File: config.mk
export PLATFORM = sky130hd
export DESIGN_NAME = window_pixel_writer
export DESIGN_NICKNAME = d
export VERILOG_FILES = /design/src/rtl/window_pixel_writer.sv
export SDC_FILE = /design/constraint.sdc
export NUM_CORES = 1
export LEC_CHECK = 0
export ABC_AREA = 1
export CORE_UTILIZATION = 40
export DETAILED_ROUTE_END_ITERATION = 8
export GPL_ROUTABILITY_DRIVEN = 0
export REMOVE_ABC_BUFFERS = 1
export SLEW_MARGIN = 20
export SYNTH_ARGS = -nofsm -noshare
export SYNTH_HDL_FRONTEND = slang
export SYNTH_SLANG_ARGS = --single-unit
File: constraint.sdc
create_clock -name mco -period 7.4 [get_ports mco]
set_clock_uncertainty 0.05 [all_clocks]
set_input_delay 0.74 -clock mco [delete_from_list [all_inputs] [get_ports mco]]
set_output_delay 0.74 -clock mco [all_outputs]
set_load 0.02 [all_outputs]
File: src/rtl/window_pixel_writer.sv
// window_pixel_writer: decodes SPI display command/data bytes into windowed SRAM pixel writes and a clear sweep.
// Optional macro WINDOW_CLIP_EN: pixels outside the panel are consumed without issuing a write.
module window_pixel_writer #(
   parameter int H_RES  = 480,
   parameter int V_RES  = 272,
   parameter int ADDR_W = 18
) (
   input  logic              mco,
   input  logic              rst_n,
   input  logic [7:0]        i_byte,
   input  logic              i_dc,
   input  logic              i_byte_vld,
   output logic [ADDR_W-1:0] o_wr_addr,
   output logic [23:0]       o_wr_data,
   output logic              o_wr_vld,
   input  logic              i_wr_rdy,
   output logic              o_disp_on,
   output logic              o_busy,
   output logic              o_ovf_pls
);
   localparam logic [31:0] TOTAL = 32'(H_RES * V_RES);

   typedef enum logic [1:0] {IDLE, PARAM, RAMWR, CLEAR} state_t;

   state_t            state_q, state_d;
   logic [7:0]        cmd_q, cmd_d;
   logic [1:0]        cnt_q, cnt_d;
   logic [23:0]       pbuf_q, pbuf_d;
   logic [15:0]       xs_q, xs_d, xe_q, xe_d, ys_q, ys_d, ye_q, ye_d;
   logic [15:0]       x_q, x_d, y_q, y_d;
   logic              fmt666_q, fmt666_d;
   logic [31:0]       clr_q, clr_d;
   logic              wr_vld_q, wr_vld_d;
   logic [ADDR_W-1:0] wr_addr_q, wr_addr_d;
   logic [23:0]       wr_data_q, wr_data_d;
   logic              disp_q, disp_d;
   logic              busy_q, busy_d;
   logic              ovf_q, ovf_d;

   logic              last, clip;
   logic [15:0]       nx, ny, p16;
   logic [23:0]       pix;
   logic [ADDR_W-1:0] pix_addr;

   assign p16      = {pbuf_q[7:0], i_byte};
   assign pix      = fmt666_q
                   ? {pbuf_q[15:10], pbuf_q[15:14], pbuf_q[7:2], pbuf_q[7:6], i_byte[7:2], i_byte[7:6]}
                   : {p16[15:11], p16[15:13], p16[10:5], p16[10:9], p16[4:0], p16[4:2]};
   assign last     = fmt666_q ? (cnt_q == 2'd2) : (cnt_q == 2'd1);
   assign pix_addr = ADDR_W'({16'd0, y_q} * 32'(H_RES) + {16'd0, x_q});
   assign nx       = (x_q == xe_q) ? xs_q : x_q + 16'd1;
   assign ny       = (x_q == xe_q) ? ((y_q == ye_q) ? ys_q : y_q + 16'd1) : y_q;

`ifdef WINDOW_CLIP_EN
   assign clip = (x_q >= 16'(H_RES)) || (y_q >= 16'(V_RES));
`else
   assign clip = 1'b0;
`endif

   always_comb begin
      state_d   = state_q;
      cmd_d     = cmd_q;
      cnt_d     = cnt_q;
      pbuf_d    = pbuf_q;
      xs_d      = xs_q;
      xe_d      = xe_q;
      ys_d      = ys_q;
      ye_d      = ye_q;
      x_d       = x_q;
      y_d       = y_q;
      fmt666_d  = fmt666_q;
      clr_d     = clr_q;
      wr_vld_d  = wr_vld_q & ~i_wr_rdy;
      wr_addr_d = wr_addr_q;
      wr_data_d = wr_data_q;
      disp_d    = disp_q;
      ovf_d     = 1'b0;
      if (state_q == CLEAR) begin
         // a pixel write left pending by the 0x01 abort drains before the sweep starts
         if (!wr_vld_q || i_wr_rdy) begin
            if (clr_q < TOTAL) begin
               wr_vld_d  = 1'b1;
               wr_addr_d = ADDR_W'(clr_q);
               wr_data_d = 24'd0;
               clr_d     = clr_q + 32'd1;
            end else begin
               state_d = IDLE;
            end
         end
      end else if (i_byte_vld && !i_dc) begin
         cmd_d   = i_byte;
         cnt_d   = 2'd0;
         clr_d   = 32'd0;
         state_d = (i_byte == 8'h01) ? CLEAR
                 : (i_byte inside {8'h2A, 8'h2B, 8'h3A}) ? PARAM
                 : (i_byte == 8'h2C) ? RAMWR : IDLE;
         disp_d  = (i_byte == 8'h29) ? 1'b1 : (i_byte == 8'h01 || i_byte == 8'h28) ? 1'b0 : disp_q;
         if (i_byte == 8'h2C) begin
            x_d = xs_q;
            y_d = ys_q;
         end
      end else if (i_byte_vld && state_q == PARAM) begin
         pbuf_d = {pbuf_q[15:0], i_byte};
         cnt_d  = cnt_q + 2'd1;
         if (cmd_q == 8'h3A) begin
            state_d  = IDLE;
            fmt666_d = (i_byte[3:0] == 4'h6) ? 1'b1 : (i_byte[3:0] == 4'h5) ? 1'b0 : fmt666_q;
         end else if (cnt_q == 2'd3) begin
            state_d = IDLE;
            if (pbuf_q[23:8] <= p16) begin
               if (cmd_q == 8'h2A) begin
                  xs_d = pbuf_q[23:8];
                  xe_d = p16;
               end else begin
                  ys_d = pbuf_q[23:8];
                  ye_d = p16;
               end
            end
         end
      end else if (i_byte_vld && state_q == RAMWR) begin
         pbuf_d = {pbuf_q[15:0], i_byte};
         cnt_d  = cnt_q + 2'd1;
         if (last) begin
            cnt_d = 2'd0;
            x_d   = nx;
            y_d   = ny;
            if (!clip) begin
               if (wr_vld_q && !i_wr_rdy) begin
                  ovf_d = 1'b1;
               end else begin
                  wr_vld_d  = 1'b1;
                  wr_addr_d = pix_addr;
                  wr_data_d = pix;
               end
            end
         end
      end
      busy_d = (state_d == CLEAR);
   end

   always_ff @(posedge mco or negedge rst_n) begin
      if (!rst_n) begin
         state_q   <= IDLE;
         cmd_q     <= 8'd0;
         cnt_q     <= 2'd0;
         pbuf_q    <= 24'd0;
         xs_q      <= 16'd0;
         xe_q      <= 16'(H_RES - 1);
         ys_q      <= 16'd0;
         ye_q      <= 16'(V_RES - 1);
         x_q       <= 16'd0;
         y_q       <= 16'd0;
         fmt666_q  <= 1'b0;
         clr_q     <= 32'd0;
         wr_vld_q  <= 1'b0;
         wr_addr_q <= '0;
         wr_data_q <= 24'd0;
         disp_q    <= 1'b0;
         busy_q    <= 1'b0;
         ovf_q     <= 1'b0;
      end else begin
         state_q   <= state_d;
         cmd_q     <= cmd_d;
         cnt_q     <= cnt_d;
         pbuf_q    <= pbuf_d;
         xs_q      <= xs_d;
         xe_q      <= xe_d;
         ys_q      <= ys_d;
         ye_q      <= ye_d;
         x_q       <= x_d;
         y_q       <= y_d;
         fmt666_q  <= fmt666_d;
         clr_q     <= clr_d;
         wr_vld_q  <= wr_vld_d;
         wr_addr_q <= wr_addr_d;
         wr_data_q <= wr_data_d;
         disp_q    <= disp_d;
         busy_q    <= busy_d;
         ovf_q     <= ovf_d;
      end
   end

   assign o_wr_vld  = wr_vld_q;
   assign o_wr_addr = wr_addr_q;
   assign o_wr_data = wr_data_q;
   assign o_disp_on = disp_q;
   assign o_busy    = busy_q;
   assign o_ovf_pls = ovf_q;
endmodule
==> impl_results.rst <==
.. list-table::
   :header-rows: 1

   * - Metric
     - Value
   * - Outcome
     - complete, no violations
   * - CTS Sinks
     - 209
   * - Share of synthesized registers carrying an async set or reset
     - 1.000
   * - Number of cells upsized or downsized after cts
     - 0
   * - Min Tclk post-route
     - 4216 ps
   * - Most used DFF post-synth
     - sky130_fd_sc_hd__dfrtp_1
   * - Worst setup path category
     - flop to flop
   * - Global-route wire length before repair
     - 54920 µm
   * - Adder and majority gate portion of the synthesized area
     - 0.08246
   * - Count of port buffers added during placement
     - 58
   * - Post-Syn Instances
     - 1682
   * - Clock H-tree levels
     - 1
   * - Dominant cell type by area after synthesis
     - sky130_fd_sc_hd__dfrtp_1
   * - Clock tree from TritonCTS
     - built
   * - Leakage
     - 0.007078 µW
   * - Number of post-CTS setup repair buffers
     - 0
   * - Starting density of the core
     - 0.4113
   * - Post-route clock period utilization
     - 0.5697
   * - Final setup violating endpoints
     - 0
   * - Die Span X
     - 180.5 µm
   * - Setup repair after global routing missed its margin
     - no
   * - Number of antenna violations at the first check in global routing
     - 0
   * - Overall power consumption
     - 7690 µW
   * - Power density normalized to cell area
     - 532.8 nW/µm²
   * - Number of vias per cell after detailed routing
     - 5.117
   * - Crit path launch type
     - flop
   * - Main combinational cell family by area after synthesis
     - simple AND/OR/NAND/NOR gates
   * - Post-detailed-route DRC marker count
     - 0
   * - Core Region
     - 30990 µm²
   * - Instance count after placement with tap cells included
     - 2071
   * - Worst setup EP type
     - flop
   * - Post-Synth XOR/XNOR Area
     - 0.04673
   * - Cell area after synthesis
     - 12750 µm²
   * - Yosys warnings
     - 0
   * - Die area
     - 32580 µm²
   * - Post-layout net count
     - 1787
   * - Type of the worst min-delay path
     - input pin to async pin
   * - Cell with the most instances after synthesis
     - sky130_fd_sc_hd__nand2_1
   * - Synthesized-area fraction occupied by ao, oa, aoi and oai cells
     - 0.07637
   * - Antenna cells
     - 0
   * - DR iter-0 viols
     - 871
   * - Final ANT Viol Nets
     - 0
   * - Data required time of the critical path
     - 7760 ps
   * - Max-cap violations
     - 0
   * - Via count of the first global-routing pass
     - 10380
   * - CTS Root Cell
     - sky130_fd_sc_hd__clkbuf_16
   * - Area share of the leading cell type in the synthesized netlist
     - 0.3848
   * - Largest vdd supply drop
     - 0.3747 mV
   * - Fraction of layout cells with a size suffix above 1
     - 0.05752
   * - Clk_lat worst skew
     - 530 ps
   * - Maximum frequency from static timing analysis
     - 0.2372 GHz
   * - Area share of and/or/nand/nor cells after synthesis
     - 0.2963
   * - Via count of the routed design
     - 10830
   * - Final setup TNS
     - 0 ps
   * - Vert. Die Dim
     - 180.5 µm
   * - Buffers from clock root to sink, at most
     - 3
   * - Number of flip-flops and latches in the synthesized netlist
     - 209
   * - Congestion Overflow GR
     - 0
   * - Cells taking the most area after synthesis
     - sky130_fd_sc_hd__dfrtp_1 38%, sky130_fd_sc_hd__nand2_1 16%, sky130_fd_sc_hd__inv_1 5.4%
   * - Pin count of the biggest net entering global routing
     - 90
   * - Proportion of synthesized area in mux cells
     - 0
   * - Rows
     - 64
   * - Drt wl/cell
     - 15.68 µm
   * - Endpoints failing hold
     - 0
   * - Commonest cells in the synthesized netlist
     - 530 x sky130_fd_sc_hd__nand2_1, 196 x sky130_fd_sc_hd__dfrtp_1, 183 x sky130_fd_sc_hd__inv_1
   * - Non-filler instance count after layout
     - 2117
   * - TritonRoute pass-1 iters
     - 5
   * - Total count of max-transition violations in the final report
     - 0
   * - Count of unique library cells instantiated by Yosys
     - 47
   * - Number of enable-type register cells in the synthesized netlist
     - 0
   * - Sequential-to-total area share from yosys stat
     - 0.4116
   * - Boundary Pins
     - 59
   * - Clock buffer count from CTS
     - 25
   * - Number of fill cells in the layout
     - 3095
   * - Mapped Avg Cell Area
     - 7.578 µm²
   * - Total global-route track usage
     - 0.2069
   * - Clock transition time at the flip-flop clock pins of the worst setup and hold paths
     - 60 ps
   * - Drt total wl
     - 33190 µm
   * - Arrival @ worst endpoint
     - 4570 ps
   * - Number of buffers inserted for hold repair after clock tree synthesis
     - 0
   * - Area added between synthesis and finish
     - 13.24%
   * - Crit path max fanout
     - 6
   * - Max_slew headroom
     - 0.3305
   * - Final HPWL DP
     - 23210 µm
   * - Actual transition at the worst max-transition pin
     - 1003 ps
-- cell families after synthesis --
logic type / Yosys count
xor+xnor: 68
buf+inv: 272
fa+ha+maj: 72
simple gates: 876
compound gates: 185
flops: 209
-- layer usage --
| metal | track usage | up-vias | routed length [µm] | share of wire |
|---|---|---|---|---|
| met4 | 0.06496 | 0 | 916 | 0.028 |
| met1 | 0.2953 | 5085 | 16070 | 0.48 |
| met2 | 0.3229 | 243 | 14630 | 0.44 |
| met5 | 0 | - | 0 | 0 |
| li1 | - | 5448 | - | - |
| met3 | 0.03032 | 57 | 1578 | 0.048 |
-- path summary, 6_finish.rpt --
check / startpoint / to / slack (ps) / cells after the start
worst min-delay path: rst_n / o_wr_data[3] / 220 / 1
worst max-delay path: y_q[4] / o_wr_addr[17] / 3180 / 25
worst max register to register: y_q[4] / o_wr_addr[17] / 3180 / 25
worst min register to register: ys_q[14] / ys_q[14] / 420 / 2
max in group asynchronous: rst_n / y_q[2] / 5770 / 2
min in group mco: ys_q[14] / ys_q[14] / 420 / 2
-- cells in the final DEF (no fill, tap or decap), types with 3 or more instances in the layout --
| master | instances |
|---|---|
| sky130_fd_sc_hd__nand2_1 | 529 |
| sky130_fd_sc_hd__dfrtp_1 | 196 |
| sky130_fd_sc_hd__inv_1 | 183 |
| sky130_fd_sc_hd__nand3_1 | 108 |
| sky130_fd_sc_hd__o21ai_0 | 103 |
| sky130_fd_sc_hd__nor2_1 | 100 |
| sky130_fd_sc_hd__nand4_1 | 87 |
| sky130_fd_sc_hd__a21oi_1 | 59 |
| sky130_fd_sc_hd__clkdlybuf4s50_1 | 57 |
| sky130_fd_sc_hd__ha_1 | 51 |
| sky130_fd_sc_hd__xor2_1 | 42 |
| sky130_fd_sc_hd__xnor2_1 | 26 |
| sky130_fd_sc_hd__clkbuf_16 | 25 |
| sky130_fd_sc_hd__nor3_1 | 22 |
| sky130_fd_sc_hd__fa_1 | 20 |
| sky130_fd_sc_hd__inv_2 | 13 |
| sky130_fd_sc_hd__dfstp_2 | 13 |
| sky130_fd_sc_hd__buf_4 | 10 |
| sky130_fd_sc_hd__clkbuf_1 | 8 |
| sky130_fd_sc_hd__o21ai_1 | 7 |
| sky130_fd_sc_hd__nand3b_1 | 5 |
| sky130_fd_sc_hd__bufinv_16 | 5 |
| sky130_fd_sc_hd__nand2_2 | 4 |
| sky130_fd_sc_hd__clkinv_2 | 4 |
| sky130_fd_sc_hd__nor4_1 | 3 |
| sky130_fd_sc_hd__nor2_2 | 3 |
| sky130_fd_sc_hd__nand3_2 | 3 |
| sky130_fd_sc_hd__or2_2 | 3 |
| sky130_fd_sc_hd__clkbuf_8 | 3 |
-- stage by stage --
step	hold slack, ps	area, µm²	setup WS [ps]	utilization
after floorplan	391.9	12380	3487	-
after global placement	404.7	13550	2938	0.4372
after detailed placement	409.9	13550	2934	0.4374
after CTS	241.9	14430	3164	0.4656
after global routing	280.7	14430	2776	0.4658
final	221.2	14430	3184	0.4658
-- report_power, final --
| group | switching (µW) | internal (µW) |
|---|---|---|
| Sequential | 405 | 1430 |
| Clock | 495 | 820 |
| Combinational | 2760 | 1780 |
| Total | 3660 | 4030 |
-- state kept, by name, indices dropped and copies added, names as in the netlist --
name / count
ys_q: 16
o_disp_on: 1
o_wr_vld: 1
xs_q: 16
o_busy: 1
o_wr_data: 22
state_q: 2
y_q: 16
o_ovf_pls: 1
pbuf_q: 24
fmt666_q: 1
clr_q: 32
xe_q: 16
ye_q: 16
cnt_q: 2
x_q: 16
cmd_q: 8
o_wr_addr: 18
-- worst max-delay path: stages (launching register included) --
cell	delay [ps]
sky130_fd_sc_hd__dfrtp_1	420
sky130_fd_sc_hd__inv_1	290
sky130_fd_sc_hd__fa_1	510
sky130_fd_sc_hd__fa_1	520
sky130_fd_sc_hd__inv_1	40
sky130_fd_sc_hd__ha_1	340
sky130_fd_sc_hd__nand2_1	100
sky130_fd_sc_hd__inv_1	40
sky130_fd_sc_hd__nand2_1	50
sky130_fd_sc_hd__nand2_1	60
sky130_fd_sc_hd__a21oi_1	200
sky130_fd_sc_hd__nor2_1	70
sky130_fd_sc_hd__nor2_1	110
sky130_fd_sc_hd__xnor2_1	70
sky130_fd_sc_hd__ha_1	370
sky130_fd_sc_hd__nand2_1	90
sky130_fd_sc_hd__nor2_1	140
sky130_fd_sc_hd__nand3_1	90
sky130_fd_sc_hd__nand3_1	100
sky130_fd_sc_hd__nand2_1	70
sky130_fd_sc_hd__nand2_1	80
sky130_fd_sc_hd__nand2_1	50
sky130_fd_sc_hd__nand2_1	50
sky130_fd_sc_hd__nand3_1	70
sky130_fd_sc_hd__nand2_1	70
sky130_fd_sc_hd__nand2_1	50
-- area by class of cell --
type | instances | area (µm²) | area share
clock buffer | 35 | 683.2 | 0.04733
clock inverter | 11 | 191.4 | 0.01326
inverter | 197 | 740.7 | 0.05132
multi-input combinational | 1201 | 6417 | 0.4446
sequential | 209 | 5246 | 0.3635
tap | 396 | 495.5 | 0.03433
timing repair buffer | 68 | 659.4 | 0.04568
(Power assumes the default switching activity.)
